## src/rtl/sync_fifo_param_if.sv

```systemverilog
// Producer/consumer handshake bundle for sync_fifo_param.
// master = the logic that writes and pops the FIFO, slave = the FIFO itself.
interface sync_fifo_param_if #(
  parameter int DWIDTH = 8,
  parameter int DEPTH  = 16
);
  localparam int CW = $clog2(DEPTH + 1);

  logic              wr_en;
  logic [DWIDTH-1:0] din;
  logic              rd_en;
  logic [DWIDTH-1:0] dout;
  logic              full;
  logic              empty;
  logic              almost_full;
  logic              almost_empty;
  logic [CW-1:0]     count;
  logic              overflow;
  logic              underflow;

  modport master (
    output wr_en, din, rd_en,
    input  dout, full, empty, almost_full, almost_empty, count, overflow, underflow
  );

  modport slave (
    input  wr_en, din, rd_en,
    output dout, full, empty, almost_full, almost_empty, count, overflow, underflow
  );
endinterface

```

## src/rtl/sync_fifo_param.sv

```systemverilog
// Parametrised single-clock FIFO with occupancy count, threshold flags,
// overflow/underflow pulses and optional first-word-fall-through read.
module sync_fifo_param #(
  parameter int DWIDTH    = 8,
  parameter int DEPTH     = 16,
  parameter int AF_THRESH = DEPTH - 2,
  parameter int AE_THRESH = 2,
  parameter int FWFT      = 0
) (
  input  logic              clk,
  input  logic              rst,
  sync_fifo_param_if.slave  bus
);
  localparam int PW = (DEPTH > 1) ? $clog2(DEPTH) : 1;
  localparam int CW = $clog2(DEPTH + 1);
  localparam logic [PW-1:0] PTR_LAST = PW'(DEPTH - 1);
  localparam logic [CW-1:0] CNT_FULL = CW'(DEPTH);
  localparam logic [CW-1:0] AF_C     = CW'(AF_THRESH);
  localparam logic [CW-1:0] AE_C     = CW'(AE_THRESH);

  if (DEPTH < 2) begin : g_chk_depth
    $error("sync_fifo_param: DEPTH must be >= 2");
  end
  if (AF_THRESH < 1 || AF_THRESH > DEPTH) begin : g_chk_af
    $error("sync_fifo_param: AF_THRESH must be in 1..DEPTH");
  end
  if (AE_THRESH < 0 || AE_THRESH > DEPTH - 1) begin : g_chk_ae
    $error("sync_fifo_param: AE_THRESH must be in 0..DEPTH-1");
  end

  logic [DWIDTH-1:0] mem [DEPTH];
  logic [PW-1:0]     wr_ptr_q, wr_ptr_d, rd_ptr_q, rd_ptr_d;
  logic [CW-1:0]     count_q, count_d;
  logic              ovf_q, unf_q;
  logic              empty, full, rd_acc, wr_acc;

  always_comb begin
    empty    = (count_q == '0);
    full     = (count_q == CNT_FULL);
    rd_acc   = bus.rd_en && !empty;
    // A write while full only goes in when the same-cycle pop frees a slot.
    wr_acc   = bus.wr_en && (!full || bus.rd_en);
    wr_ptr_d = wr_ptr_q;
    rd_ptr_d = rd_ptr_q;
    count_d  = count_q;
    // Explicit wrap so non-power-of-2 depths index correctly.
    if (wr_acc) wr_ptr_d = (wr_ptr_q == PTR_LAST) ? '0 : wr_ptr_q + 1'b1;
    if (rd_acc) rd_ptr_d = (rd_ptr_q == PTR_LAST) ? '0 : rd_ptr_q + 1'b1;
    if (wr_acc && !rd_acc)      count_d = count_q + 1'b1;
    else if (rd_acc && !wr_acc) count_d = count_q - 1'b1;
  end

  always_ff @(posedge clk or negedge rst) begin
    if (!rst) begin
      wr_ptr_q <= '0;
      rd_ptr_q <= '0;
      count_q  <= '0;
      ovf_q    <= 1'b0;
      unf_q    <= 1'b0;
    end else begin
      wr_ptr_q <= wr_ptr_d;
      rd_ptr_q <= rd_ptr_d;
      count_q  <= count_d;
      ovf_q    <= bus.wr_en && full && !bus.rd_en;
      unf_q    <= bus.rd_en && empty;
    end
  end

  // Storage is not reset; contents are meaningless until written.
  always_ff @(posedge clk) begin
    if (wr_acc) mem[wr_ptr_q] <= bus.din;
  end

  if (FWFT != 0) begin : g_fwft
    assign bus.dout = empty ? '0 : mem[rd_ptr_q];
  end else begin : g_reg
    logic [DWIDTH-1:0] dout_q;
    always_ff @(posedge clk or negedge rst) begin
      if (!rst)        dout_q <= '0;
      else if (rd_acc) dout_q <= mem[rd_ptr_q];
    end
    assign bus.dout = dout_q;
  end

  assign bus.full         = full;
  assign bus.empty        = empty;
  assign bus.almost_full  = (count_q >= AF_C);
  assign bus.almost_empty = (count_q <= AE_C);
  assign bus.count        = count_q;
  assign bus.overflow     = ovf_q;
  assign bus.underflow    = unf_q;

  a_full_empty: assert property (@(posedge clk) disable iff (!rst) !(full && empty));
  a_count_max:  assert property (@(posedge clk) disable iff (!rst) count_q <= CNT_FULL);
  a_post_rst:   assert property (@(posedge clk) $rose(rst) |-> (empty && !full));
  a_overflow:   assert property (@(posedge clk) disable iff (!rst)
                  (full && bus.wr_en && !bus.rd_en) |=> ($stable(full) && ovf_q));
endmodule

```

## src/flat_wrapper.sv

```systemverilog
// flat-port wrapper written by rule: the top's interface ports become plain ports
module sync_fifo_param_flat 
#(
  parameter int DWIDTH    = 8,
  parameter int DEPTH     = 16,
  parameter int AF_THRESH = DEPTH - 2,
  parameter int AE_THRESH = 2,
  parameter int FWFT      = 0
)
  (clk, rst, bus_wr_en, bus_din, bus_rd_en, bus_dout, bus_full, bus_empty, bus_almost_full, bus_almost_empty, bus_count, bus_overflow, bus_underflow);
  sync_fifo_param_if #(.DWIDTH(DWIDTH), .DEPTH(DEPTH)) bus_i ();
  input  logic clk;
  input  logic rst;
  input wire logic [$bits(bus_i.wr_en)-1:0] bus_wr_en;
  input wire logic [$bits(bus_i.din)-1:0] bus_din;
  input wire logic [$bits(bus_i.rd_en)-1:0] bus_rd_en;
  output wire logic [$bits(bus_i.dout)-1:0] bus_dout;
  output wire logic [$bits(bus_i.full)-1:0] bus_full;
  output wire logic [$bits(bus_i.empty)-1:0] bus_empty;
  output wire logic [$bits(bus_i.almost_full)-1:0] bus_almost_full;
  output wire logic [$bits(bus_i.almost_empty)-1:0] bus_almost_empty;
  output wire logic [$bits(bus_i.count)-1:0] bus_count;
  output wire logic [$bits(bus_i.overflow)-1:0] bus_overflow;
  output wire logic [$bits(bus_i.underflow)-1:0] bus_underflow;
  assign bus_i.wr_en = bus_wr_en;
  assign bus_i.din = bus_din;
  assign bus_i.rd_en = bus_rd_en;
  assign bus_dout = bus_i.dout;
  assign bus_full = bus_i.full;
  assign bus_empty = bus_i.empty;
  assign bus_almost_full = bus_i.almost_full;
  assign bus_almost_empty = bus_i.almost_empty;
  assign bus_count = bus_i.count;
  assign bus_overflow = bus_i.overflow;
  assign bus_underflow = bus_i.underflow;
  sync_fifo_param #(.DWIDTH(DWIDTH), .DEPTH(DEPTH), .AF_THRESH(AF_THRESH), .AE_THRESH(AE_THRESH), .FWFT(FWFT)) u_core (.clk(clk), .rst(rst), .bus(bus_i));
endmodule
```

## config.mk

```make
export PLATFORM = sky130hd
export DESIGN_NAME = sync_fifo_param_flat
export DESIGN_NICKNAME = d
export VERILOG_FILES = /design/src/rtl/sync_fifo_param_if.sv /design/src/rtl/sync_fifo_param.sv /design/src/flat_wrapper.sv
export SDC_FILE = /design/constraint.sdc
export NUM_CORES = 1
export LEC_CHECK = 0
export CORE_MARGIN = 2
export CORE_UTILIZATION = 62
export DETAILED_ROUTE_END_ITERATION = 10
export GPL_TIMING_DRIVEN = 0
export HOLD_SLACK_MARGIN = 0.05
export MAX_ROUTING_LAYER = met4
export PLACE_DENSITY = 0.88
export SLEW_MARGIN = 20
export SYNTH_ARGS = -nofsm -noshare
export SYNTH_HDL_FRONTEND = slang
export SYNTH_SLANG_ARGS = --single-unit
```

## constraint.sdc

```tcl
create_clock -name clk -period 8.8 [get_ports clk]
set_input_delay 1.76 -clock clk [delete_from_list [all_inputs] [get_ports clk]]
set_output_delay 1.76 -clock clk [all_outputs]
set_load 0.005 [all_outputs]
```

==> impl_metrics.tcl <==
set metrics [dict create \
    die_w_um 103 \
    synth-simple-area-share_pct 3.10 \
    worst-setup-path-type "flip-flop to primary output" \
    pin_count 31 \
    n_antenna_cell 0 \
    avgSynthCellArea_sq_um 19.0 \
    hold_violations 0 \
    firstDrtPassIters 5 \
    cp_cell_sequence "or3_1 -> buf_2 -> nor3_1 -> clkdlybuf4s50_1" \
    fin_crit_ns 4.08 \
    tns_ns 0 \
    layout.nets 392 \
    synth_mux_area_share_pct 14.5 \
    clock_latency_ns 0.54 \
    cp_slowest_cell "clkdlybuf4s50_1" \
    skew_ns 0.00824 \
    grt_usage_pct 28.0 \
    synthAdderAreaFrac_pct 2.18 \
    setup_slack_ns 4.72 \
    startpoint_type "flip-flop" \
    die_area_sq_um 10600 \
    synth_top_cell_by_area "edfxtp_1" \
    portBuffers 30 \
    synthCells 321 \
    setup_violations 0 \
    drc 0 \
    ant_nets 0 \
    post-synth-top-area-fraction_pct 63.1 \
    startpoint "u_core.bus.count[1]" \
    grt_max_degree 24 \
    grt_pass1_wl_mm 19.5 \
    layout_commonest_cell "edfxtp_1" \
    cts_setup_buffers 0 \
    wire_per_inst_um 25.2 \
    yosysWarnings 0 \
    synth_edf_count 128 \
    dp.cells 484 \
    dpl_worst_slack_ns 4.40 \
    syn_area_sq_um 6090 \
    critPathBufInv 2 \
    cp-end-kind "primary output" \
    core-area_sq_um 9640 \
    yosys-top-cells-area "edfxtp_1 (63%), mux4_2 (9.6%), dfrtp_1 (9.5%), mux4_1 (2.6%), ha_1 (1.8%)" \
    synth_top_family_by_area "multiplexers" \
    initial_core_util_pct 63.2 \
    num_vias 3348 \
    cts_tree "yes" \
    max_freq_ghz 0.245 \
    vias_per_cell 6.49 \
    cellPowerDensity_nw_per_um2 337 \
    worst_ep_arrival_time_ns 2.32 \
    clk_path_buf_depth 2 \
    hp-class "flip-flop to flip-flop" \
    first_iter_violations 416 \
    synth_nets 343 \
    synthXorXnorAreaFrac_pct 0.863 \
    ys_ff_latch 151 \
    mostFrequentLayoutCells "edfxtp_1 (128), clkdlybuf4s50_1 (29), mux4_2 (26), dfrtp_1 (23)" \
    critPathRequiredTime_ns 7.04 \
    post-route-period-util_pct 46.3 \
    placed_area_sq_um 6580 \
    drt-total-wl_mm 13.0 \
    grt_remaining_overflow 0 \
    total_power_mw 2.41 \
    clkTransAtPathRegs_ns 0.06 \
    r2r-start "u_core.bus.count[1]" \
    worst_pin_slew_ns 0.875 \
    core.rowCount 36 \
    place_hpwl_mm 7.74 \
    drive_gt1_share_pct 22.2 \
    ys_seq_area_share_pct 72.6 \
    max_slew_margin_pct 41.4 \
    status "complete, no violations" \
    htreeDepth 4 \
    root_buffer "clkbuf_8" \
    hold_start "u_core.bus.dout[6]" \
    drv_cap 0 \
    cpPeakStageDelay_ns 0.56 \
    syn2layout_area_growth_pct 17.7 \
    ctsResizeCount 0 \
    slew_viol_final 0 \
    critPathMaxFanout 7 \
    synth.distinct_cells 36 \
    fin_area_sq_um 7160 \
    grt_pass1_vias 3231 \
    hold_buffers 0 \
    crit_family "buffers and inverters" \
    ir_drop_uv 170 \
    antenna_found_initial 0 \
    numCtsBuffers 17 \
    async_flop_share_pct 15.2 \
    rsz0062_at_grt "no" \
    final_cells 516 \
    cts.sinks 151 \
    synth-compound-area-share_pct 4.71 \
    p_leak_nw 2.43 \
    fp.dieH_um 103 \
    synthFlopType "edfxtp_1" \
    gp_congestion 0.800 \
]
## where the power goes
part	switching, mW	leakage, nW	internal, mW	total, mW
logic	0.389	0.719	0.362	0.752
clock network	0.293	0.282	0.433	0.726
registers	0.0566	1.43	0.880	0.937
total	0.739	2.43	1.68	2.41
## worst register-to-register path: cells and delay by family (launching register included)
| kind | cells | cell delay (ns) |
|---|---|---|
| buf+inv | 3 | 0.53 |
| xor+xnor | 1 | 0.14 |
| fa+ha+maj | 2 | 0.53 |
| simple gates | 1 | 0.38 |
| compound gates | 3 | 0.72 |
| flops | 1 | 0.45 |
| mux | 1 | 0.24 |
## area by class of cell
type | instances | area (sq um)
Tap cell | 133 | 166
Timing Repair Buffer | 30 | 295
Clock buffer | 17 | 414
Sequential cell | 151 | 4420
Fill cell | 551 | 2480
Multi-Input combinational cell | 145 | 1570
Inverter | 5 | 18.8
Clock inverter | 15 | 179
Buffer | 20 | 105
## cells by family (layout without fill, tap and decap cells)
logic type                 count (synthesis)  in the layout
xor gates and xnor gates                   6              6
adders and majority gates                 10             10
and+or+nand+nor                           42             42
muxes                                     44             44
AOI/OAI and AO/OA                         43             43
DFF                                      151            151
buffers and inverters                     25             87
## path summary, 6_finish.rpt
kind	endpoint	cells past startpoint	slack, ns
setup / recovery	bus_empty	4	4.72
hold / removal	u_core.bus.dout[6]	2	0.58
setup reg to reg	u_core.bus.count[4]	11	5.75
hold reg to reg	u_core.bus.dout[6]	2	0.58
max in group asynchronous	u_core.bus.dout[3]	1	7.19
min in group asynchronous	u_core.bus.dout[2]	1	1.22
## flip-flops by register name, indices dropped and copies added (netlist names)
signal,cells
u_core.mem,128
u_core.bus.dout,8
u_core.bus.count,5
u_core.rd_ptr_q,4
u_core.wr_ptr_q,4
u_core.bus.overflow,1
u_core.bus.underflow,1
## cell usage after synthesis (2+ instances only)
master and count:
edfxtp_1 128, mux4_2 26, dfrtp_1 23, o22ai_1 16
nor2_1 15, a21oi_1 11, nand2_1 10, ha_1 9
mux2_2 9, clkbuf_1 7, buf_2 6, mux4_1 6
nor3_1 6, inv_1 5, o21ai_0 5, xnor2_1 5
buf_1 4, nand2b_1 4, a21o_1 3, buf_6 3
nand3_1 3, mux2_4 2, o31a_1 2
## per-layer routing
layer	up-vias	part of all wire (%)	GRT usage [%]
li1	1396	-	-
met5	-	0	-
met3	47	8.0	8.20
met1	1697	39	37.0
met4	0	4.5	14.2
met2	208	48	40.2
## through the flow
stage	hold slack, ns	utilization (%)
after floorplan	0.538	-
after global placement	0.554	68.0
after detailed placement	0.569	68.2
after CTS	0.583	74.4
after global routing	0.621	74.3
final	0.577	74.3
Note: power is estimated with default switching activity, not from simulation.
